<file path="config.mk">
export PLATFORM = sky130hd
export DESIGN_NAME = seq_scan_ctrl
export DESIGN_NICKNAME = d
export VERILOG_FILES = /design/src/rtl/seq_scan_pkg.sv /design/src/rtl/seq_scan_ctrl.sv
export SDC_FILE = /design/constraint.sdc
export NUM_CORES = 1
export LEC_CHECK = 0
export ABC_AREA = 1
export BUFFER_PORTS_ARGS = -buffer_cell sky130_fd_sc_hd__buf_2
export CAP_MARGIN = 20
export CORE_AREA = 8 8 68 129
export CTS_CLUSTER_SIZE = 14
export DETAILED_ROUTE_END_ITERATION = 10
export DIE_AREA = 0 0 76 137
export GPL_ROUTABILITY_DRIVEN = 0
export PLACE_DENSITY = 0.7
export SETUP_SLACK_MARGIN = 0.4
export SLEW_MARGIN = 40
export SYNTH_ARGS = -nofsm -noshare
export SYNTH_HDL_FRONTEND = slang
export SYNTH_SLANG_ARGS = --single-unit
</file>
<file path="constraint.sdc">
create_clock -name clk -period 2.1 [get_ports clk]
set_clock_uncertainty 0.05 [all_clocks]
set_input_delay 0.525 -clock clk [delete_from_list [all_inputs] [get_ports clk]]
set_output_delay 0.525 -clock clk [all_outputs]
set_load 0.03 [all_outputs]
</file>
<file path="src/rtl/seq_scan_pkg.sv">
// seq_scan_pkg: state encoding, no-hit marker and length normalisation shared by seq_scan_ctrl.
package seq_scan_pkg;
  typedef enum logic [1:0] {IDLE, SHIFT, DRAIN, DONE} state_t;
  localparam logic [31:0] NO_HIT = '1;
  function automatic int norm_len(input int len, input int width);
    return (len == 0 || len > width) ? width : len;
  endfunction
endpackage

</file>
<file path="src/rtl/seq_scan_ctrl.sv">
// seq_scan_ctrl: serialises a parallel word MSB-first into a sequence detector,
// counts its flag pulses and records the position of the first hit.
module seq_scan_ctrl
  import seq_scan_pkg::*;
#(
  parameter int   WIDTH    = 32,
  parameter int   CNT_W    = 6,
  parameter int   FLAG_LAT = 1,
  parameter logic IDLE_BIT = 1'b0
) (
  input  logic             clk,
  input  logic             rst_n,
  input  logic             start_valid,
  output logic             start_ready,
  input  logic [WIDTH-1:0] start_data,
  input  logic [CNT_W-1:0] start_len,
  output logic             det_din,
  input  logic             det_flag,
  output logic             busy,
  output logic             done,
  output logic [CNT_W-1:0] hit_cnt,
  output logic [CNT_W-1:0] first_pos
);
  // c runs through L shift cycles plus FLAG_LAT drain cycles
  localparam int CW = $clog2(WIDTH + FLAG_LAT + 1);
  state_t           r_state, w_nxt;
  logic [WIDTH-1:0] r_sr;
  logic [CNT_W-1:0] r_len, w_len, r_hit_cnt, r_first;
  logic [CW-1:0]    r_c, w_shift_end, w_drain_end;
  logic             r_seen, r_din, w_acc, w_hit;

  assign w_len       = CNT_W'(norm_len(int'(start_len), WIDTH));
  assign w_shift_end = CW'(r_len) - CW'(1);
  assign w_drain_end = CW'(r_len) + CW'(FLAG_LAT) - CW'(1);
  assign w_acc       = (r_state == IDLE) && start_valid;
  // flags seen before FLAG_LAT cycles belong to the previous word's traffic
  assign w_hit       = (r_state == SHIFT || r_state == DRAIN) && det_flag && (r_c >= CW'(FLAG_LAT));

  always_comb begin
    w_nxt       = r_state;
    start_ready = r_state == IDLE;
    busy        = r_state != IDLE;
    done        = r_state == DONE;
    unique case (r_state)
      IDLE:  w_nxt = start_valid ? SHIFT : IDLE;
      SHIFT: w_nxt = (r_c != w_shift_end) ? SHIFT : (FLAG_LAT == 0) ? DONE : DRAIN;
      DRAIN: w_nxt = (r_c == w_drain_end) ? DONE : DRAIN;
      DONE:  w_nxt = IDLE;
    endcase
  end

  always_ff @(posedge clk or negedge rst_n) begin
    if (!rst_n) begin
      r_state   <= IDLE;
      r_sr      <= '0;
      r_len     <= '0;
      r_c       <= '0;
      r_din     <= IDLE_BIT;
      r_hit_cnt <= '0;
      r_first   <= NO_HIT[CNT_W-1:0];
      r_seen    <= 1'b0;
    end else begin
      r_state <= w_nxt;
      r_c     <= r_c + CW'(1);
      r_din   <= IDLE_BIT;
      r_sr    <= r_sr << 1;
      if (w_acc) begin
        r_sr      <= start_data << 1;
        r_din     <= start_data[WIDTH-1];
        r_len     <= w_len;
        r_c       <= '0;
        r_hit_cnt <= '0;
        r_first   <= NO_HIT[CNT_W-1:0];
        r_seen    <= 1'b0;
      end else if (r_state == SHIFT && r_c != w_shift_end) begin
        r_din <= r_sr[WIDTH-1];
      end
      if (w_hit) begin
        r_hit_cnt <= r_hit_cnt + {{(CNT_W-1){1'b0}}, ~&r_hit_cnt};
        r_seen    <= 1'b1;
        if (!r_seen) r_first <= CNT_W'(r_c - CW'(FLAG_LAT));
      end
    end
  end

  assign det_din   = r_din;
  assign hit_cnt   = r_hit_cnt;
  assign first_pos = r_first;
endmodule

</file>
==> metrics.md <==
| Metric | Value |
|---|---|
| Status | completed |
| First-pass GRT wire length | 11.0 mm |
| Crit path max-delay cell type | dfrtp_1 |
| Final hold viol count | 0 |
| Async SR Flop Fraction | 100% |
| Crit path max-delay family | flip-flops |
| Leading cell type in the layout, fill and taps excluded | nand2_1 |
| Maxcap violations | 0 |
| Post-route minimum period | 1.72 ns |
| HP Class | primary input to register |
| DR WL/cell | 12.8 um |
| Final cell count without fillers | 498 |
| Top-level I/O count | 58 |
| Setup violations, final | 0 |
| Vias | 2346 |
| Hold path cells | 3 |
| Worst hold endpoint | r_sr[27] |
| Critical hold path startpoint | start_data[26] |
| Row count | 44 |
| Crit Path Max Fanout | 3 |
| Peak supply drop | 0.581 mV |
| GR Util met2 | 20.6% |
| DRC viols | 0 |
| Worst Path Arrival | 1.14 ns |
| 1st-pass router iterations | 4 |
| Antenna-violating nets left | 0 |
| Crit path buf inv count | 2 |
| Ys Warns | 0 |
| Yosys reg bits | 59 |
| Initial antenna violation count | 0 |
| Seq. cell area | 1490 um^2 |
| Global Route met3 Usage | 5.59% |
| Routed WL | 6.39 mm |
| HPWL after detailed placement | 4.34 mm |
| Peak Freq | 0.582 GHz |
| Die height | 137 um |
| Primary FF master, synth | dfrtp_1 |
| Part of the Yosys area used for sequential elements | 53.4% |
| Mapped Area | 2780 um^2 |
| Max incr delay on CP | 0.41 ns |
| Vias per cell | 4.71 |
| Synthesis-to-finish area growth | 33.4% |
| Diode count | 0 |
| DIE AREA | 10400 um^2 |
| H-tree depth | 3 |
| Vias in the first global route | 2462 |
| Core area | 7100 um^2 |
| Relative slew slack | 77.2% |
| TritonCTS buffer count | 9 |
| Layout fillers | 647 |
| GRT busiest layer | met2 |
| CP Cell Sequence | inv_2 > ha_4 > clkbuf_4 |
| Port Buffer Count | 57 |
| Multi-input logic area | 1200 um^2 |
| CTS Root Cell | clkbuf_16 |
| Setup_tns | 0 ns |
| Static Leak | 0.00196 uW |
| Synth unique cells | 27 |
| Setup CP Type | register to output pin |
| Clk pin slew, worst setup/hold paths | 0.05 ns |
| CTS max path bufs | 2 |
| Number of DRC markers in iteration 0 | 115 |
| Total Nets Final | 453 |
| RSZ-0062 raised after global routing | yes |
| Synthesized instance count | 331 |
| Crit. End Element | output pin |
| CTS tree | done |
| Fraction of layout instances using a drive strength above 1 | 28.1% |
| EDFF count, synth | 0 |
| Syn_nets | 383 |
| Clock Latency Late Sink | 0.32 ns |
| GRT Overall Usage | 12.8% |
| Largest net degree at the start of global routing | 54 |
| RR Startpoint | r_len[0] |
| R2r setup slk | 0.49 ns |
| CP required | 1.52 ns |
| R2R depth | 13 |
| Final period util | 81.8% |
| Nature of the critical path startpoint | register |
| GR Overflow Total | 0 |
| Pwr dens | 940 nW/um^2 |
| Syn Area/Cell | 8.40 um^2 |
| Worst reg2reg endpoint | r_state[0] |
| Die width | 76 um |
| Max-slew violations | 0 |
| Worst Tran Pin Value | 0.341 ns |
| Initial Util | 39.2% |
| Placed cells | 473 |
| Clock net sink count | 59 |
| Most frequent cells in the layout | 149 x nand2_1, 54 x buf_2, 48 x dfrtp_1 |
| M1 GR Usage | 14.8% |
-- per-layer routing --
| metal | up-vias | routed length (um) |
|---|---|---|
| met1 | 1098 | 2810 |
| met5 | - | 0 |
| li1 | 1171 | - |
| met2 | 67 | 3030 |
| met3 | 10 | 469 |
| met4 | 0 | 78 |
-- how the worst max path moves through the flow --
stage                     cells past startpoint          end        from
final                                         3  start_ready  r_state[0]
after global routing                          4         busy    register
after CTS                                     4         busy  r_state[0]
after detailed placement                      6   hit_cnt[0]  r_state[0]
after global placement                        6      det_din  r_state[0]
after floorplan                               8   hit_cnt[4]  hit_cnt[3]
-- final cells by class --
| class | count | share of cell area [%] |
|---|---|---|
| multi-input combinational | 235 | 32.3 |
| clock inverter | 4 | 3.24 |
| tap | 92 | 3.10 |
| sequential | 59 | 40.2 |
| clock buffer | 12 | 6.91 |
| inverter | 27 | 2.73 |
| timing repair buffer | 69 | 11.6 |
-- metrics by stage --
step | hold slack, ns | total power [uW] | setup WS (ns) | area (um^2) | util [%]
4_1_cts | 0.336 | 3510 | 0.365 | 3650 | 51.5
6_report | 0.346 | 3490 | 0.383 | 3710 | 52.2
2_1_floorplan | 0.179 | 1510 | 0.390 | 2790 | -
5_1_grt | 0.347 | 3620 | 0.341 | 3710 | 52.2
3_5_place_dp | 0.326 | 1670 | 0.353 | 3180 | 44.8
3_3_place_gp | 0.326 | 1660 | 0.377 | 3180 | 44.8
-- cell families after synthesis --
| group | Yosys count | synth area share [%] |
|---|---|---|
| buffers and inverters | 37 | 5.67 |
| and+or+nand+nor | 187 | 27.0 |
| adders and majority gates | 10 | 4.50 |
| DFF | 59 | 53.4 |
| xor gates and xnor gates | 10 | 3.15 |
| AOI/OAI and AO/OA | 28 | 6.34 |
-- sequential cells by signal, summed over array words and instances (netlist names), named ones only --
| register | count |
|---|---|
| det_din | 1 |
| first_pos | 6 |
| hit_cnt | 6 |
| r_c | 6 |
| r_len | 6 |
| r_seen | 1 |
| r_sr | 31 |
| r_state | 1 |
-- where the power goes --
part	switching (uW)	internal, uW
Clock	491	1340
Combinational	243	135
Sequential	65.5	1210
-- worst min-delay path, cell delays in order --
cell	delay, ns
buf_2	0.07
nand2_1	0.04
nand2_1	0.04
-- Yosys cell counts, types with 5 or more instances --
library cell | n | share of area (%)
nand2_1 | 149 | 20
dfrtp_1 | 53 | 48
inv_1 | 24 | 3.2
nor2_1 | 15 | 2.0
ha_1 | 10 | 4.5
nand3_1 | 10 | 1.8
o21ai_0 | 10 | 1.8
a21oi_1 | 7 | 1.3
xor2_1 | 7 | 2.2
dfstp_2 | 6 | 5.7
clkbuf_1 | 5 | 0.67
-- what timing repair did --
action                     4_1_cts  5_1_grt
hold buffers                     1        0
hold endpoints to repair         3        0
setup endpoints to repair       14       16
gates resized for setup         12       11
pin swaps                        1        2
setup buffers                    6        2
Power figures use the tool's default switching activity.
